<file path="config.mk">
export PLATFORM = sky130hd
export DESIGN_NAME = msdf_digit_collector
export DESIGN_NICKNAME = d
export VERILOG_FILES = /design/src/rtl/msdf_pkg.sv /design/src/rtl/msdf_otf_conv.sv /design/src/rtl/msdf_digit_collector.sv
export SDC_FILE = /design/constraint.sdc
export NUM_CORES = 1
export LEC_CHECK = 0
export CAP_MARGIN = 0
export CORE_MARGIN = 4
export CORE_UTILIZATION = 57
export DETAILED_ROUTE_END_ITERATION = 7
export PLACE_DENSITY = 0.75
export SETUP_SLACK_MARGIN = 0.02
export SLEW_MARGIN = 20
export SYNTH_ARGS = -nofsm -noshare
export SYNTH_HDL_FRONTEND = slang
export SYNTH_HIERARCHICAL = 1
export SYNTH_SLANG_ARGS = --single-unit
</file>
<file path="constraint.sdc">
create_clock -name clk -period 2.4 [get_ports clk]
set_input_delay 0.48 -clock clk [delete_from_list [all_inputs] [get_ports clk]]
set_output_delay 0.48 -clock clk [all_outputs]
set_load 0.005 [all_outputs]
</file>
<file path="src/rtl/msdf_pkg.sv">
// Shared definitions for the MSDF digit-stream blocks.
// Digit encoding and collector state encoding.
package msdf_pkg;

    localparam int DIGIT_WIDTH     = 3;
    localparam int DIGIT_PLUS_BIT  = 1;
    localparam int DIGIT_MINUS_BIT = 0;

    typedef enum logic {
        COLLECT = 1'b0,
        HOLD    = 1'b1
    } state_t;

endpackage

</file>
<file path="src/rtl/msdf_otf_conv.sv">
// On-the-fly signed-digit to two's-complement converter.
// Keeps Q and QM = Q - 1 so every digit is a pure shift/select.
module msdf_otf_conv #(
    parameter int OUT_WIDTH = 17
) (
    input  logic                 clk,
    input  logic                 rstn,
    input  logic                 init,
    input  logic                 shift,
    input  logic                 plus,
    input  logic                 minus,
    output logic [OUT_WIDTH-1:0] q,
    output logic [OUT_WIDTH-1:0] qm,
    output logic [OUT_WIDTH-1:0] q_next
);

    logic                 pos;
    logic                 neg;
    logic [OUT_WIDTH-1:0] qm_next;

    assign pos = plus & ~minus;
    assign neg = minus & ~plus;

    always_comb begin
        q_next  = {q[OUT_WIDTH-2:0], 1'b0};
        qm_next = {qm[OUT_WIDTH-2:0], 1'b1};
        unique case (1'b1)
            pos: begin
                q_next  = {q[OUT_WIDTH-2:0], 1'b1};
                qm_next = {q[OUT_WIDTH-2:0], 1'b0};
            end
            neg: begin
                q_next  = {qm[OUT_WIDTH-2:0], 1'b1};
                qm_next = {qm[OUT_WIDTH-2:0], 1'b0};
            end
            default: ;
        endcase
    end

    // init wins: the word-closing digit is consumed via q_next only
    always_ff @(posedge clk or negedge rstn) begin
        if (!rstn) begin
            q  <= '0;
            qm <= '1;
        end else if (init) begin
            q  <= '0;
            qm <= '1;
        end else if (shift) begin
            q  <= q_next;
            qm <= qm_next;
        end
    end

endmodule

</file>
<file path="src/rtl/msdf_digit_collector.sv">
// Collects P MSDF digits and presents the converted
// two's-complement word on an elastic valid/ready output.
import msdf_pkg::*;

module msdf_digit_collector #(
    parameter  int TARGET_PRECISION = 16,
    localparam int OUT_WIDTH        = TARGET_PRECISION + 1
) (
    input  logic                   clk,
    input  logic                   rstn,
    input  logic [DIGIT_WIDTH-1:0] dataInArray_0,
    input  logic                   pValidArray_0,
    output logic                   readyArray_0,
    output logic [OUT_WIDTH-1:0]   dataOutArray_0,
    output logic                   validArray_0,
    input  logic                   nReadyArray_0
);

    localparam int CW = $clog2(TARGET_PRECISION);
    localparam logic [CW-1:0] LAST = CW'(TARGET_PRECISION - 1);

    state_t               state;
    state_t               state_next;
    logic [CW-1:0]        cnt;
    logic [CW-1:0]        cnt_next;
    logic                 valid_next;
    logic                 load;
    logic                 conv_init;
    logic                 dig_xfer;
    logic [OUT_WIDTH-1:0] conv_q;
    logic [OUT_WIDTH-1:0] conv_qm;
    logic [OUT_WIDTH-1:0] conv_q_next;
    logic                 unused_conv;

    assign dig_xfer    = pValidArray_0 & readyArray_0;
    assign unused_conv = ^{conv_q, conv_qm, dataInArray_0[2]};

    msdf_otf_conv #(
        .OUT_WIDTH(OUT_WIDTH)
    ) u_conv (
        .clk   (clk),
        .rstn  (rstn),
        .init  (conv_init),
        .shift (dig_xfer),
        .plus  (dataInArray_0[DIGIT_PLUS_BIT]),
        .minus (dataInArray_0[DIGIT_MINUS_BIT]),
        .q     (conv_q),
        .qm    (conv_qm),
        .q_next(conv_q_next)
    );

    always_comb begin
        state_next   = state;
        cnt_next     = cnt;
        valid_next   = validArray_0;
        readyArray_0 = 1'b1;
        load         = 1'b0;
        conv_init    = 1'b0;
        unique case (state)
            COLLECT: begin
                if (pValidArray_0) begin
                    if (cnt == LAST) begin
                        load       = 1'b1;
                        conv_init  = 1'b1;
                        valid_next = 1'b1;
                        cnt_next   = '0;
                        state_next = HOLD;
                    end else begin
                        cnt_next = cnt + CW'(1);
                    end
                end
            end
            HOLD: begin
                readyArray_0 = nReadyArray_0;
                // a digit taken here is digit 1 of the next word
                if (nReadyArray_0) begin
                    valid_next = 1'b0;
                    state_next = COLLECT;
                    cnt_next   = pValidArray_0 ? CW'(1) : '0;
                end
            end
            default: ;
        endcase
    end

    always_ff @(posedge clk or negedge rstn) begin
        if (!rstn) begin
            state          <= COLLECT;
            cnt            <= '0;
            validArray_0   <= 1'b0;
            dataOutArray_0 <= '0;
        end else begin
            state        <= state_next;
            cnt          <= cnt_next;
            validArray_0 <= valid_next;
            if (load) begin
                dataOutArray_0 <= conv_q_next;
            end
        end
    end

endmodule

</file>
==> results by group <==
Global routing
  – Wire length of the first global-routing pass: roughly 9300 µm
  – Overall global routing resource usage: 18.5%
  – Number of antenna violations at the first check in global routing: 0
  – Via count of the first global-routing pass: roughly 2000
  – Total grt overflow: 0
  – Maximum number of pins on one net before global-route repair: 56

Run status
  – Outcome: completed

Critical path
  – Kind of critical path: input pin to output pin
  – Category of the worst setup path capture point: output pin
  – Reg2Reg Launch Point: cnt[0]
  – Setup crit end: readyArray_0
  – Data arrival time of the critical path: approximately 1.7 ns
  – Critical R2R Capture: dataOutArray_0[9]
  – Maximum fanout along the worst path: 3
  – Crit path launch type: input pin
  – R2R cell count: 5
  – Worst R2R Setup Slack: approximately 0.67 ns
  – Worst Path Required: 1.92 ns
  – Launch point of the critical path: nReadyArray_0

Cells and area
  – NumNets Final: 286
  – Fraction of layout instances using a drive strength above 1: 22.0%
  – Antenna diodes: 0
  – Area growth from synthesis to layout: 15.7%

Clocking
  – Maximum clock insertion buffer count: 2
  – Count of hold-fix buffers inserted at cts: 0
  – Total number of clock tree sinks: 55
  – Clock latency reported for the late side of the worst-skew pair: 0.30 ns
  – Clock tree root driver cell: clkbuf_8
  – PostCTS Resize Cnt: 0
  – CTS tree: done
  – Clock transition time at the flip-flop clock pins of the worst setup and hold paths: 0.09 ns
  – Buffers inserted during post-CTS setup optimization: 0
  – Number of buffers created by CTS: 5
  – Deepest level of the CTS H-tree: 2

Logic synthesis
  – Synthesized cell area: 2870 µm²
  – Net count of the mapped netlist: 266
  – Cells after synthesis: 256
  – Post-synthesis area per instance: 11.2 µm²
  – Number of warning messages in the yosys log: 6

Routing
  – Highest metal layer with signal wires: met4
  – Initial DRT Pass Iterations: 4
  – Routed length on met3: 192 µm
  – Antenna viol nets, final: 0
  – Vias after detailed routing: 1999
  – Number of violations reported at the end of detailed-routing iteration 0: 136
  – Met2 Wirelength: 2500 µm
  – Total detailed-routing wirelength: 5290 µm
  – Post-Route M1 WL: 2540 µm
  – Routed vias/inst: approximately 5.8
  – Average wire length per cell after detail routing: 15.4 µm
  – Number of design rule violations left after detail routing: 0

Die
  – Area of the die: 6240 µm²
  – Horizontal die dimension: 79.0 µm
  – Die height: 79.0 µm
  – Core Rows: 25
  – Initial Utilization: about three fifths
  – IO Count: 26
  – Area of the placeable core: 4790 µm²

STA
  – Worst slew margin: 54.2%
  – Post-route clock period utilization: 90.5%
  – Clock tree skew after final layout: 0.00777 ns
  – Maximum clock frequency: 460 MHz
  – Fin crit period: 2.17 ns
  – RSZ-0062 raised after global routing: no
  – Least-Margin Pin Slew: 0.687 ns
  – Number of endpoints with negative hold slack in the final report: 0
  – Setup Total Neg Slack: 0 ns
  – Final-report setup violation count: 0
  – Number of max-slew violations in the final report: 0
  – WHS: 0.306 ns

Power
  – Peak supply drop: 0.584 mV
  – Leakage dissipation: 1.52 nW
  – Pwr per Cell Area: 920 nW/µm²

Hold path
  – Worst min-delay path class: input pin to asynchronous set/reset pin

Flow run
  – Number of max-cap violations: 0

Place
  – Detail Placement HPWL: around 3300 µm
  – Routability congestion estimate from global placement: 0.787
  – Number of I/O port buffers: 24
[through the flow]
| stage | instances | utilization (%) | worst slack, ns | total power (W) | cell area, µm² |
|---|---|---|---|---|---|
| detailed placement | 336 | 67.3 | 0.0786 | 0.00253 | 3220 |
| finish | 344 | 69.4 | 0.228 | 0.00306 | 3320 |
| global route | 344 | 69.4 | 0.151 | 0.00327 | 3320 |
| floorplan | 256 | - | 0.420 | 0.00213 | 2870 |
| global placement | 336 | 67.3 | 0.114 | 0.00250 | 3220 |
| CTS | 344 | 69.4 | 0.209 | 0.00309 | 3320 |
[metal layers]
metal | vias to the layer above | GRT usage (%)
met1 | 980 | 25.4
met4 | 0 | 5.67
met2 | 35 | 30.4
met5 | - | 0
li1 | 980 | -
met3 | 4 | 2.72
[where the power goes]
part | switching, W | internal [W]
logic | 0.000376 | 0.000595
clock network | 0.000280 | 0.000264
registers | 0.000227 | 0.00131
total | 0.000884 | 0.00217
[worst min-delay path by stage]
stage	cells past startpoint	from	slack, ns	endpoint
4_1_cts	2	rstn	0.32	dataOutArray_0[4]
3_3_place_gp	1	validArray_0	0.47	validArray_0
3_5_place_dp	1	validArray_0	0.47	validArray_0
2_1_floorplan	0	rstn	0.18	cnt[0]
6_report	2	rstn	0.31	dataOutArray_0[2]
5_1_grt	2	rstn	0.36	dataOutArray_0[4]
[area by class of cell]
| type | instances | area [µm²] |
|---|---|---|
| fill | 356 | 1460 |
| sequential | 55 | 1400 |
| multi-input combinational | 172 | 1330 |
| timing repair buffer | 37 | 395 |
| clock buffer | 8 | 100 |
| tap | 67 | 83.8 |
| inverter | 5 | 18.8 |
[critical path, stage by stage]
cell and delay (ns):
clkdlybuf4s50_1 0.48, nand2b_1 0.12, buf_4 0.12, clkdlybuf4s50_1 0.49
[registers in the layout (all words and copies together) (netlist names)]
| name | flops |
|---|---|
| u_conv/q | 16 |
| u_conv/qm | 16 |
| cnt | 4 |
| state | 1 |
| dataOutArray_0 | 17 |
| validArray_0 | 1 |
[layout by cell type, fill, tap and decap left out, types with 5 or more instances in the layout]
cell type,n
mux2_4,8
a2111o_1,15
nor2b_1,15
buf_12,5
clkdlybuf4s50_1,23
nand3b_1,16
nor2_1,15
mux2_2,9
nand2_1,22
dfstp_2,16
dfrtp_1,39
o21ai_0,16
clkbuf_8,7
inv_1,5
buf_4,8
and4b_1,15
a311oi_1,15
Power figures use the tool's default switching activity.
